**src/rtl/r200_pkg.sv**
```systemverilog
// Shared encodings for the r200 execute unit: ALU, branch and M-extension
// func3 values plus the execute FSM state constants.
package r200_pkg;

    localparam logic [2:0] ALU_ADD  = 3'b000;
    localparam logic [2:0] ALU_SLL  = 3'b001;
    localparam logic [2:0] ALU_SLT  = 3'b010;
    localparam logic [2:0] ALU_SLTU = 3'b011;
    localparam logic [2:0] ALU_XOR  = 3'b100;
    localparam logic [2:0] ALU_SR   = 3'b101;
    localparam logic [2:0] ALU_OR   = 3'b110;
    localparam logic [2:0] ALU_AND  = 3'b111;

    localparam logic [2:0] BR_EQ  = 3'b000;
    localparam logic [2:0] BR_NE  = 3'b001;
    localparam logic [2:0] BR_LT  = 3'b100;
    localparam logic [2:0] BR_GE  = 3'b101;
    localparam logic [2:0] BR_LTU = 3'b110;
    localparam logic [2:0] BR_GEU = 3'b111;

    localparam logic [2:0] M_MUL    = 3'b000;
    localparam logic [2:0] M_MULH   = 3'b001;
    localparam logic [2:0] M_MULHSU = 3'b010;
    localparam logic [2:0] M_MULHU  = 3'b011;
    localparam logic [2:0] M_DIV    = 3'b100;
    localparam logic [2:0] M_DIVU   = 3'b101;
    localparam logic [2:0] M_REM    = 3'b110;
    localparam logic [2:0] M_REMU   = 3'b111;

    typedef logic [1:0] state_t;
    localparam state_t ST_IDLE = 2'b00;
    localparam state_t ST_MUL  = 2'b01;
    localparam state_t ST_DIV  = 2'b10;
    localparam state_t ST_DONE = 2'b11;

endpackage

```
**src/rtl/r200_muldiv_iter.sv**
```systemverilog
// Iterative M-extension engine: radix-2 shift-add multiply and restoring
// divide on operand magnitudes, with the sign fix-up applied on readout.
module r200_muldiv_iter
    import r200_pkg::*;
#(
    parameter int XLEN  = 32,
    parameter int CNT_W = $clog2(XLEN) + 1
) (
    input  logic            clk,
    input  logic            rst,
    input  logic            flush,
    input  logic            start,
    input  logic            step,
    input  logic [XLEN-1:0] op_a,
    input  logic [XLEN-1:0] op_b,
    input  logic [2:0]      func3,
    output logic            done,
    output logic [XLEN-1:0] result
);

    localparam logic [CNT_W-1:0] CNT_ONE  = {{(CNT_W-1){1'b0}}, 1'b1};
    localparam logic [CNT_W-1:0] LAST_CNT = CNT_W'(XLEN - 1);

    logic [CNT_W-1:0]  cnt_r;
    logic [XLEN-1:0]   hi_r, lo_r, b_r;
    logic [2:0]        func3_r;
    logic              is_div_r, neg_r, rem_neg_r;

    logic              a_neg_s, b_neg_s;
    logic [XLEN-1:0]   a_mag_s, b_mag_s;
    logic [2*XLEN-1:0] step_in_s, step_out_s, prod_fix_s;
    logic [XLEN-1:0]   dvs_s, quo_fix_s, rem_fix_s;
    logic              mode_div_s;

    function automatic logic [2*XLEN-1:0] mul_step(input logic [2*XLEN-1:0] prod,
                                                    input logic [XLEN-1:0]   mcand);
        logic [XLEN:0] sum;
        sum = {1'b0, prod[2*XLEN-1:XLEN]} + (prod[0] ? {1'b0, mcand} : {(XLEN+1){1'b0}});
        return {sum, prod[XLEN-1:1]};
    endfunction

    // Upper half is the partial remainder, lower half shifts dividend out and quotient in.
    function automatic logic [2*XLEN-1:0] div_step(input logic [2*XLEN-1:0] rq,
                                                    input logic [XLEN-1:0]   dvs);
        logic [XLEN:0] sh;
        logic [XLEN:0] diff;
        sh   = {rq[2*XLEN-1:XLEN], rq[XLEN-1]};
        diff = sh - {1'b0, dvs};
        if (!diff[XLEN]) begin
            return {diff[XLEN-1:0], rq[XLEN-2:0], 1'b1};
        end else begin
            return {sh[XLEN-1:0], rq[XLEN-2:0], 1'b0};
        end
    endfunction

    assign a_neg_s = (func3 != M_MULHU) && (func3 != M_DIVU) && (func3 != M_REMU) && op_a[XLEN-1];
    assign b_neg_s = ((func3 == M_MUL) || (func3 == M_MULH) || (func3 == M_DIV) ||
                      (func3 == M_REM)) && op_b[XLEN-1];
    assign a_mag_s = a_neg_s ? -op_a : op_a;
    assign b_mag_s = b_neg_s ? -op_b : op_b;

    // The first iteration is folded into the start cycle so XLEN steps end in DONE on time.
    assign step_in_s  = start ? {{XLEN{1'b0}}, a_mag_s} : {hi_r, lo_r};
    assign dvs_s      = start ? b_mag_s : b_r;
    assign mode_div_s = start ? func3[2] : is_div_r;
    assign step_out_s = mode_div_s ? div_step(step_in_s, dvs_s) : mul_step(step_in_s, dvs_s);

    assign done = step && (cnt_r == LAST_CNT);

    // Iteration state: counter, working registers and captured sign/mode flags.
    always_ff @(posedge clk) begin
        if (rst) begin
            cnt_r     <= {CNT_W{1'b0}};
            hi_r      <= {XLEN{1'b0}};
            lo_r      <= {XLEN{1'b0}};
            b_r       <= {XLEN{1'b0}};
            func3_r   <= 3'b000;
            is_div_r  <= 1'b0;
            neg_r     <= 1'b0;
            rem_neg_r <= 1'b0;
        end else if (flush) begin
            cnt_r <= {CNT_W{1'b0}};
        end else if (start) begin
            cnt_r        <= CNT_ONE;
            {hi_r, lo_r} <= step_out_s;
            b_r          <= b_mag_s;
            func3_r      <= func3;
            is_div_r     <= func3[2];
            neg_r        <= a_neg_s ^ b_neg_s;
            rem_neg_r    <= a_neg_s;
        end else if (step) begin
            cnt_r        <= cnt_r + CNT_ONE;
            {hi_r, lo_r} <= step_out_s;
        end
    end

    assign prod_fix_s = neg_r ? -{hi_r, lo_r} : {hi_r, lo_r};
    assign quo_fix_s  = neg_r ? -lo_r : lo_r;
    assign rem_fix_s  = rem_neg_r ? -hi_r : hi_r;

    // Select the architectural result for the captured operation.
    always_comb begin
        result = {XLEN{1'b0}};
        case (func3_r)
            M_MUL:                      result = prod_fix_s[XLEN-1:0];
            M_MULH, M_MULHSU, M_MULHU:  result = prod_fix_s[2*XLEN-1:XLEN];
            M_DIV, M_DIVU:              result = quo_fix_s;
            M_REM, M_REMU:              result = rem_fix_s;
            default:                    result = {XLEN{1'b0}};
        endcase
    end

endmodule

```
**src/rtl/r200_exu.sv**
```systemverilog
// Handshaked execute stage: single-cycle ALU/branch/jump-target with a
// registered output, plus an iterative mul/div that stalls the input side.
module r200_exu
    import r200_pkg::*;
#(
    parameter int XLEN  = 32,
    parameter int CNT_W = $clog2(XLEN) + 1
) (
    input  logic            clk,
    input  logic            rst,
    input  logic            flush,
    input  logic            in_valid,
    output logic            in_ready,
    input  logic [XLEN-1:0] op1,
    input  logic [XLEN-1:0] op2,
    input  logic [2:0]      func3,
    input  logic            alu_cont,
    input  logic            is_muldiv,
    input  logic            is_branch,
    input  logic [XLEN-1:0] jump_imm,
    input  logic [XLEN-1:0] jump_addimm,
    output logic            out_valid,
    input  logic            out_ready,
    output logic [XLEN-1:0] result,
    output logic [XLEN-1:0] pc_jumptarg,
    output logic            willbr,
    output logic            busy
);

    localparam int              SH_W    = $clog2(XLEN);
    localparam logic [XLEN-1:0] INT_MIN = {1'b1, {(XLEN-1){1'b0}}};

    state_t          state_r;
    logic            out_valid_r, willbr_r;
    logic [XLEN-1:0] result_r, pc_jumptarg_r;

    logic            in_ready_s, accept_s, taken_s, special_s, md_start_s, md_done_s;
    logic [SH_W-1:0] shamt_s;
    logic [XLEN-1:0] alu_res_s, sra_s, jt_s, special_res_s, md_result_s;

    assign in_ready_s = (state_r == ST_IDLE) && (!out_valid_r || out_ready) && !flush;
    assign accept_s   = in_valid && in_ready_s;
    assign shamt_s    = op2[SH_W-1:0];
    assign sra_s      = $signed(op1) >>> shamt_s;
    assign jt_s       = jump_imm + jump_addimm;

    // Integer ALU.
    always_comb begin
        alu_res_s = {XLEN{1'b0}};
        case (func3)
            ALU_ADD:  alu_res_s = alu_cont ? (op1 - op2) : (op1 + op2);
            ALU_SLL:  alu_res_s = op1 << shamt_s;
            ALU_SLT:  alu_res_s = {{(XLEN-1){1'b0}}, ($signed(op1) < $signed(op2))};
            ALU_SLTU: alu_res_s = {{(XLEN-1){1'b0}}, (op1 < op2)};
            ALU_XOR:  alu_res_s = op1 ^ op2;
            ALU_SR:   alu_res_s = alu_cont ? sra_s : (op1 >> shamt_s);
            ALU_OR:   alu_res_s = op1 | op2;
            ALU_AND:  alu_res_s = op1 & op2;
            default:  alu_res_s = {XLEN{1'b0}};
        endcase
    end

    // Branch comparator.
    always_comb begin
        taken_s = 1'b0;
        case (func3)
            BR_EQ:   taken_s = (op1 == op2);
            BR_NE:   taken_s = (op1 != op2);
            BR_LT:   taken_s = ($signed(op1) < $signed(op2));
            BR_GE:   taken_s = ($signed(op1) >= $signed(op2));
            BR_LTU:  taken_s = (op1 < op2);
            BR_GEU:  taken_s = (op1 >= op2);
            default: taken_s = 1'b0;
        endcase
    end

    // Divide-by-zero and signed overflow finish immediately without the iterator.
    always_comb begin
        special_s     = 1'b0;
        special_res_s = {XLEN{1'b0}};
        if (is_muldiv && func3[2] && (op2 == {XLEN{1'b0}})) begin
            special_s     = 1'b1;
            special_res_s = func3[1] ? op1 : {XLEN{1'b1}};
        end else if (is_muldiv && func3[2] && !func3[0] && (op1 == INT_MIN) &&
                     (op2 == {XLEN{1'b1}})) begin
            special_s     = 1'b1;
            special_res_s = func3[1] ? {XLEN{1'b0}} : op1;
        end else begin
            special_s     = 1'b0;
            special_res_s = {XLEN{1'b0}};
        end
    end

    assign md_start_s = accept_s && is_muldiv && !special_s;

    r200_muldiv_iter #(
        .XLEN  (XLEN),
        .CNT_W (CNT_W)
    ) u_iter (
        .clk    (clk),
        .rst    (rst),
        .flush  (flush),
        .start  (md_start_s),
        .step   (busy),
        .op_a   (op1),
        .op_b   (op2),
        .func3  (func3),
        .done   (md_done_s),
        .result (md_result_s)
    );

    // FSM and output register; flush wins over completion in the same cycle.
    always_ff @(posedge clk) begin
        if (rst) begin
            state_r       <= ST_IDLE;
            out_valid_r   <= 1'b0;
            result_r      <= {XLEN{1'b0}};
            pc_jumptarg_r <= {XLEN{1'b0}};
            willbr_r      <= 1'b0;
        end else if (flush) begin
            state_r     <= ST_IDLE;
            out_valid_r <= 1'b0;
        end else begin
            if (out_valid_r && out_ready) begin
                out_valid_r <= 1'b0;
            end
            case (state_r)
                ST_IDLE: begin
                    if (accept_s) begin
                        pc_jumptarg_r <= jt_s;
                        if (md_start_s) begin
                            willbr_r <= 1'b0;
                            state_r  <= func3[2] ? ST_DIV : ST_MUL;
                        end else begin
                            result_r    <= is_muldiv ? special_res_s : alu_res_s;
                            willbr_r    <= !is_muldiv && is_branch && taken_s;
                            out_valid_r <= 1'b1;
                        end
                    end
                end
                ST_MUL, ST_DIV: begin
                    if (md_done_s) begin
                        state_r <= ST_DONE;
                    end
                end
                ST_DONE: begin
                    if (!out_valid_r || out_ready) begin
                        result_r    <= md_result_s;
                        out_valid_r <= 1'b1;
                        state_r     <= ST_IDLE;
                    end
                end
                default: state_r <= ST_IDLE;
            endcase
        end
    end

    assign in_ready    = in_ready_s;
    assign out_valid   = out_valid_r;
    assign result      = result_r;
    assign pc_jumptarg = pc_jumptarg_r;
    assign willbr      = willbr_r;
    assign busy        = (state_r == ST_MUL) || (state_r == ST_DIV);

endmodule

```
**config.mk**
```make
export PLATFORM = sky130hd
export DESIGN_NAME = r200_exu
export DESIGN_NICKNAME = d
export VERILOG_FILES = /design/src/rtl/r200_pkg.sv /design/src/rtl/r200_muldiv_iter.sv /design/src/rtl/r200_exu.sv
export SDC_FILE = /design/constraint.sdc
export NUM_CORES = 1
export LEC_CHECK = 0
export ABC_CLOCK_PERIOD_IN_PS = 21200
export BUFFER_PORTS_ARGS = -buffer_cell sky130_fd_sc_hd__buf_2
export CAP_MARGIN = 20
export CELL_PAD_IN_SITES_DETAIL_PLACEMENT = 1
export CELL_PAD_IN_SITES_GLOBAL_PLACEMENT = 2
export CORE_ASPECT_RATIO = 1.2
export CORE_MARGIN = 1.5
export CORE_UTILIZATION = 38
export CTS_CLUSTER_SIZE = 40
export DETAILED_ROUTE_END_ITERATION = 12
export GPL_ROUTABILITY_DRIVEN = 0
export PLACE_DENSITY_LB_ADDON = 0.1
export SLEW_MARGIN = 20
export SYNTH_ARGS = -nofsm -noshare
export SYNTH_HDL_FRONTEND = slang
export SYNTH_SLANG_ARGS = --single-unit
```
**constraint.sdc**
```tcl
create_clock -name clk -period 21.2 [get_ports clk]
set_clock_uncertainty 0.2 [all_clocks]
set_input_delay 3.18 -clock clk [delete_from_list [all_inputs] [get_ports clk]]
set_output_delay 3.18 -clock clk [all_outputs]
set_load 0.03 [all_outputs]
```
==> results.sh, run 1 <==
export IMPL_synth_edf_count=0
export IMPL_cts_hold_fix_buffers=0
export IMPL_worst_setup_path_end_kind="flop"
export IMPL_utilization_pct=42.1
export IMPL_synth_ff_type="dfxtp_1"
export IMPL_cts_made_buffers=17
export IMPL_slew_headroom_pct=22.3
export IMPL_clk_pin_slew_ns=0.07
export IMPL_num_vias=30100
export IMPL_synth_area_per_cell_um2=6.86
export IMPL_final_cell_mix="nor2_1, a21oi_1, nand2_1"
export IMPL_drc=0
export IMPL_port_buffers=206
export IMPL_placed_cell_area_um2=27100
export IMPL_regArea_um2=3520
export IMPL_cp_data_required_time_ns=21.41
export IMPL_syn_inst=3707
export IMPL_synth_seq_area_share_pct=13.9
export IMPL_clockBufferDepth=2
export IMPL_yosys_warnings=0
export IMPL_fill_cells=8530
export IMPL_place_ws_ns=9.78
export IMPL_die_h_um=286
export IMPL_grt_setup_unrepaired="false"
export IMPL_timing_fmax_ghz=0.0901
export IMPL_synth_seq_cells=176
export IMPL_hold_class="reg2reg"
export IMPL_via_per_inst=6.50
export IMPL_ios=207
export IMPL_multi_input_area_um2=20400
export IMPL_drt_first_pass_iters=5
export IMPL_h_tree_depth=4
export IMPL_drtIter0Drc=2729
export IMPL_cts_setup_buffers=0
export IMPL_synthSimpleGateAreaFrac_pct=22.3
export IMPL_clkLatencyLatePin_ns=0.49
export IMPL_synth_nets=4045
export IMPL_vdd_ir_drop_max_v=0.0000362
export IMPL_grt_pass1_wl_um=198000
export IMPL_setup_viol=0
export IMPL_grtUsageTotal_pct=38.5
export IMPL_synth_xor_area_share_pct=9.02
export IMPL_crit_path_max_fanout=185
export IMPL_grt_overflow=0
export IMPL_chipWidth_um=239
export IMPL_antenna_left=0
export IMPL_coreArea_um2=66000
export IMPL_synth_top_family_by_area="compound AO/OA/AOI/OAI gates"
export IMPL_drive_gt1_share_pct=11.6
export IMPL_ys_async_sr_fraction_pct=0
export IMPL_crit_arrival_ns=11.31
export IMPL_dieArea_um2=68500
export IMPL_start_util_pct=38.5
export IMPL_finalSetupTns_ns=0
export IMPL_synth_cell_area_um2=25400
export IMPL_core_rowCount=103
export IMPL_crit_type="in2reg"
export IMPL_area_growth_pct=9.27
export IMPL_finalHoldViolations=0
export IMPL_period_needed_ns=11.09
export IMPL_p_leak_nw=11.1
export IMPL_synthAdderAreaFrac_pct=10.0
export IMPL_drv_cap=0
export IMPL_setup_worst_path_start_class="input pin"
export IMPL_final_common_cell="nor2_1"
export IMPL_grt_max_degree=186
export IMPL_min_period_over_period_pct=52.3
export IMPL_status="finished, final reports clean"
export IMPL_root_buffer="clkbuf_16"
export IMPL_power_w=0.00150
export IMPL_dp_hpwl_um=101000
export IMPL_drt_wirelength_per_cell_um=28.8
export IMPL_synth_compound_area_share_pct=30.8
export IMPL_tightest_slew_ns=1.16
export IMPL_cts_tree="yes"
export IMPL_antenna_found_initial=8
export IMPL_grt_pass1_vias=30200
export IMPL_wirelength_um=133000
export IMPL_fin_ws_ns=10.11
export IMPL_synth_mux_area_share_pct=7.58
export IMPL_nNetsFinal=4059
export IMPL_final_cell_area_um2=27800
export IMPL_cts_sink_count=176
export IMPL_slew_viol_final=0
export IMPL_cts_resized_gates=0
export IMPL_ys_types=96
export IMPL_power_density_nw_per_um2=54.0
[power breakdown]
group	switching, W	internal (W)	leakage, nW
Combinational	0.000517	0.000265	9.42
Sequential	0.0000235	0.000347	1.43
Clock	0.000164	0.000185	0.301
[cells in the mapped netlist, types with 36 or more instances]
master / instances / share of area, %
ha_1: 196 / 9.6
nor2_1: 484 / 7.1
mux2i_1: 70 / 2.8
a21oi_1: 403 / 7.9
nand3_1: 56 / 1.1
inv_1: 138 / 2.0
xnor2_1: 184 / 6.3
a211oi_1: 74 / 2.2
mux4_2: 39 / 3.5
a31oi_1: 40 / 0.98
o211ai_1: 36 / 1.1
xor2_1: 78 / 2.7
or3_1: 53 / 1.3
dfxtp_1: 176 / 14
nand2_1: 361 / 5.3
nor3_1: 93 / 1.8
a21o_1: 49 / 1.4
and2_1: 36 / 0.89
clkbuf_1: 244 / 3.6
o21ai_0: 304 / 6.0
o31ai_1: 43 / 1.3
[cell type report]
class                   count  share of cell area (%)
flip-flops and latches    176                    12.7
well taps                 892                    4.02
clock inverters            13                   0.576
clock buffers              19                    1.63
inverters                 140                    1.89
repair buffers            277                    5.70
diodes                      9                  0.0811
multi-input cells        3109                    73.4
[state kept, by name (all words and copies together), names as in the netlist]
name,flops
out_valid,1
u_iter.rem_neg_r,1
u_iter.cnt_r,6
willbr,1
u_iter.hi_r,32
u_iter.func3_r,3
u_iter.neg_r,1
u_iter.is_div_r,1
pc_jumptarg,32
state_r,2
result,32
u_iter.lo_r,32
u_iter.b_r,32
[worst paths after layout]
check | end | cells after the start | start | slack [ns]
worst min-delay path | result[10]$_SDFFE_PP0P_ | 2 | result[10]$_SDFFE_PP0P_ | 0.25
worst max register to register | u_iter.hi_r[9]$_SDFFE_PP0P_ | 22 | out_valid$_SDFF_PP0_ | 14.30
worst min register to register | result[10]$_SDFFE_PP0P_ | 2 | result[10]$_SDFFE_PP0P_ | 0.25
worst max-delay path | u_iter.hi_r[9]$_SDFFE_PP0P_ | 25 | op1[0] | 10.11
[cell families (layout without fill, tap and decap cells)]
kind of cell,Yosys count,count (layout)
buffers and inverters,422,449
DFF,176,176
xor gates and xnor gates,262,262
other,0,9
and+or+nand+nor,1258,1258
muxes,139,139
AOI/OAI and AO/OA,1247,1247
adders and majority gates,203,203
[per-layer routing]
layer  global-route usage, %  share of wire (%)  vias to the layer above
met5                       0              0.031                        -
li1                        -                  -                    13400
met2                    62.2                 46                     1371
met3                    9.45                7.4                      482
met1                    43.6                 38                    14800
met4                    29.4                8.3                        6
[metrics by stage]
step | std cells | hold slack [ns]
floorplan | 3707 | 0.245
global placement | 4591 | 0.237
detailed placement | 4591 | 0.246
CTS | 4623 | 0.255
global route | 4630 | 0.278
finish | 4635 | 0.254
[worst max-delay path, cell delays in order]
cell and delay (ns):
buf_2 0.17, inv_1 0.30, ha_1 0.26, nor4b_1 0.76, nand4_1 0.54, or3_1 0.66
o211ai_4 0.25, buf_12 0.55, a21oi_1 0.15, buf_4 0.18, ha_1 0.43, a21o_1 0.19
a21oi_1 0.07, o21bai_1 0.31, a21boi_0 0.18, o21a_1 0.19, o21ai_0 0.17, a221o_1 0.30
mux2_2 0.40, nor3_4 0.53, buf_4 0.53, a21oi_1 0.14, a2111oi_2 0.39, a21oi_1 0.07
a21oi_1 0.15
Note: power is estimated with default switching activity, not from simulation.
==> run 2, diff against run 1 <==
--- a/config.mk
+++ b/config.mk
@@ -5,14 +5,14 @@
 export SDC_FILE = /design/constraint.sdc
 export NUM_CORES = 1
 export LEC_CHECK = 0
-export ABC_CLOCK_PERIOD_IN_PS = 21200
+export ABC_CLOCK_PERIOD_IN_PS = 9600
 export BUFFER_PORTS_ARGS = -buffer_cell sky130_fd_sc_hd__buf_2
 export CAP_MARGIN = 20
 export CELL_PAD_IN_SITES_DETAIL_PLACEMENT = 1
 export CELL_PAD_IN_SITES_GLOBAL_PLACEMENT = 2
 export CORE_ASPECT_RATIO = 1.2
 export CORE_MARGIN = 1.5
-export CORE_UTILIZATION = 38
+export CORE_UTILIZATION = 32
 export CTS_CLUSTER_SIZE = 40
 export DETAILED_ROUTE_END_ITERATION = 12
 export GPL_ROUTABILITY_DRIVEN = 0
==> constraint.sdc (replaced) <==
create_clock -name clk -period 9.6 [get_ports clk]
set_clock_uncertainty 0.2 [all_clocks]
set_input_delay 1.44 -clock clk [delete_from_list [all_inputs] [get_ports clk]]
set_output_delay 1.44 -clock clk [all_outputs]
set_load 0.03 [all_outputs]
==> run 2 against run 1 <==
Net effect:
- critical path depth down 4
- utilization is 6.6 points lower
- highest routed layer unchanged
- final cell count is 3.1% higher
- register-to-register slack worse by 11 ns
- sequential power is 120% higher
- worst hold slack hardly changed
- sequential cell count unchanged
==> results.sh, run 2 (synthesis gave the netlist of run 1 again) <==
export IMPL_clkLatencyLatePin_ns=0.50
export IMPL_final_cell_area_um2=28000
export IMPL_r2r_start="out_valid$_SDFF_PP0_"
export IMPL_cts_tree="yes"
export IMPL_min_delay_start="pc_jumptarg[14]$_SDFFE_PP0P_"
export IMPL_finalSetupTns_ns=0
export IMPL_reg2regPathDepth=20
export IMPL_slew_viol_final=0
export IMPL_tightest_slew_ns=1.26
export IMPL_grt_overflow=0
export IMPL_max_stage_delay_ns=0.98
export IMPL_min_to="pc_jumptarg[14]$_SDFFE_PP0P_"
export IMPL_fill_cells=9937
export IMPL_hold_depth=2
export IMPL_start_util_pct=32.2
export IMPL_dieArea_um2=81200
export IMPL_cts_setup_buffers=0
export IMPL_h_tree_depth=4
export IMPL_root_buffer="clkbuf_16"
export IMPL_crit_type="in2reg"
export IMPL_drive_gt1_share_pct=11.8
export IMPL_multi_input_area_um2=20400
export IMPL_cts_resized_gates=0
export IMPL_grt_pass1_wl_um=203000
export IMPL_cts_sink_count=176
export IMPL_wirelength_um=139000
export IMPL_clk_pin_slew_ns=0.09
export IMPL_power_density_nw_per_um2=118
export IMPL_place_ws_ns=0.795
export IMPL_cp_data_required_time_ns=9.76
export IMPL_placed_cell_area_um2=27400
export IMPL_via_per_inst=6.21
export IMPL_worst_setup_path_end_kind="flop"
export IMPL_final_cell_mix="nor2_1, a21oi_1, nand2_1"
export IMPL_core_rowCount=113
export IMPL_vdd_ir_drop_max_v=0.000141
export IMPL_area_growth_pct=10.1
export IMPL_coreArea_um2=78900
export IMPL_drt_wirelength_per_cell_um=29.0
export IMPL_chipWidth_um=260
export IMPL_slowest_stage="nor3_1"
export IMPL_cp_cell_sequence="buf_2 -> nor3_1 -> nand4_1 -> or3_1 -> o211ai_4 -> buf_4 -> nor2_1 -> a21oi_1 -> ha_1 -> a21oi_1 -> o21a_1 -> a21boi_0 -> o21a_1 -> o21ai_0 -> a221o_1 -> mux2_2 -> nor3_4 -> buf_4 -> mux2_2 -> a21oi_1 -> a31oi_1"
export IMPL_crit_arrival_ns=8.73
export IMPL_num_vias=29700
export IMPL_grt_pass1_vias=29900
export IMPL_antenna_left=0
export IMPL_grt_setup_unrepaired="false"
export IMPL_crit_path_max_fanout=49
export IMPL_path_common_cell="a21oi_1"
export IMPL_fin_ws_ns=1.04
export IMPL_grt_max_degree=78
export IMPL_cp_num_buf_inv=3
export IMPL_nNetsFinal=4068
export IMPL_finalHoldViolations=0
export IMPL_p_leak_nw=11.2
export IMPL_min_period_over_period_pct=89.2
export IMPL_fin_cells=4780
export IMPL_worstReg2RegEnd="u_iter.hi_r[25]$_SDFFE_PP0P_"
export IMPL_slew_headroom_pct=15.8
export IMPL_port_buffers=206
export IMPL_setup_worst_path_start_class="input pin"
export IMPL_clockBufferDepth=2
export IMPL_dp_cells=4746
export IMPL_cp_top_family="simple AND/OR/NAND/NOR gates"
export IMPL_final_common_cell="nor2_1"
export IMPL_grtUsageTotal_pct=33.5
export IMPL_drtIter0Drc=2559
export IMPL_dp_hpwl_um=108000
export IMPL_period_needed_ns=8.56
export IMPL_hold_class="reg2reg"
export IMPL_antenna_found_initial=9
export IMPL_cts_hold_fix_buffers=0
export IMPL_drt_first_pass_iters=5
export IMPL_drv_cap=0
export IMPL_ios=207
export IMPL_status="finished, final reports clean"
export IMPL_die_h_um=312
export IMPL_cts_made_buffers=17
export IMPL_regArea_um2=3520
export IMPL_drc=0
export IMPL_ff2ff_setup_slack_ns=3.21
export IMPL_timing_fmax_ghz=0.117
export IMPL_setup_viol=0
[run 2: power breakdown]
group | internal [W] | total [W] | switching, W
Sequential | 0.000767 | 0.000824 | 0.0000568
Clock | 0.000380 | 0.000748 | 0.000368
Combinational | 0.000591 | 0.00174 | 0.00115
[run 2: final cells by class]
cell class	instances	share of cell area [%]
Clock inverter	13	0.492
Multi-Input combinational cell	3109	72.8
Inverter	140	1.88
Clock buffer	19	1.62
Antenna cell	2	0.0179
Sequential cell	176	12.6
Tap cell	1035	4.63
Timing Repair Buffer	286	5.93
[run 2: worst max path at each step]
stage	start	to	slack, ns	cells after the start
after CTS	op1[11]	u_iter.hi_r[25]$_SDFFE_PP0P_	1.32	21
after detailed placement	op1[11]	u_iter.hi_r[25]$_SDFFE_PP0P_	0.79	21
final	op1[11]	u_iter.hi_r[25]$_SDFFE_PP0P_	1.04	21
after global placement	op1[21]	u_iter.hi_r[25]$_SDFFE_PP0P_	0.64	22
after global routing	op1[0]	u_iter.hi_r[9]$_SDFFE_PP0P_	0.79	25
after floorplan	op2[1]	u_iter.hi_r[15]$_SDFFE_PP0P_	0.58	32
[run 2: per-layer routing]
| layer | track usage [%] | wire (µm) | vias to the layer above |
|---|---|---|---|
| met2 | 53.5 | 62500 | 1204 |
| met3 | 4.50 | 8360 | 312 |
| li1 | - | - | 13400 |
| met1 | 42.6 | 57900 | 14800 |
| met5 | 0 | 55 | - |
| met4 | 20.1 | 9710 | 8 |
[run 2: tightest hold or removal path, stage by stage (launching register included)]
cell	delay, ns
dfxtp_1	0.31
nand2_1	0.05
a21oi_1	0.05
[run 2: stage by stage]
stage                     utilization [%]  power [W]  hold WS (ns)
after floorplan                         -    0.00194         0.245
after global placement               34.7    0.00250         0.238
after detailed placement             34.7    0.00252         0.245
after CTS                            35.5    0.00329         0.254
after global routing                 35.5    0.00348         0.280
final                                35.5    0.00331         0.254
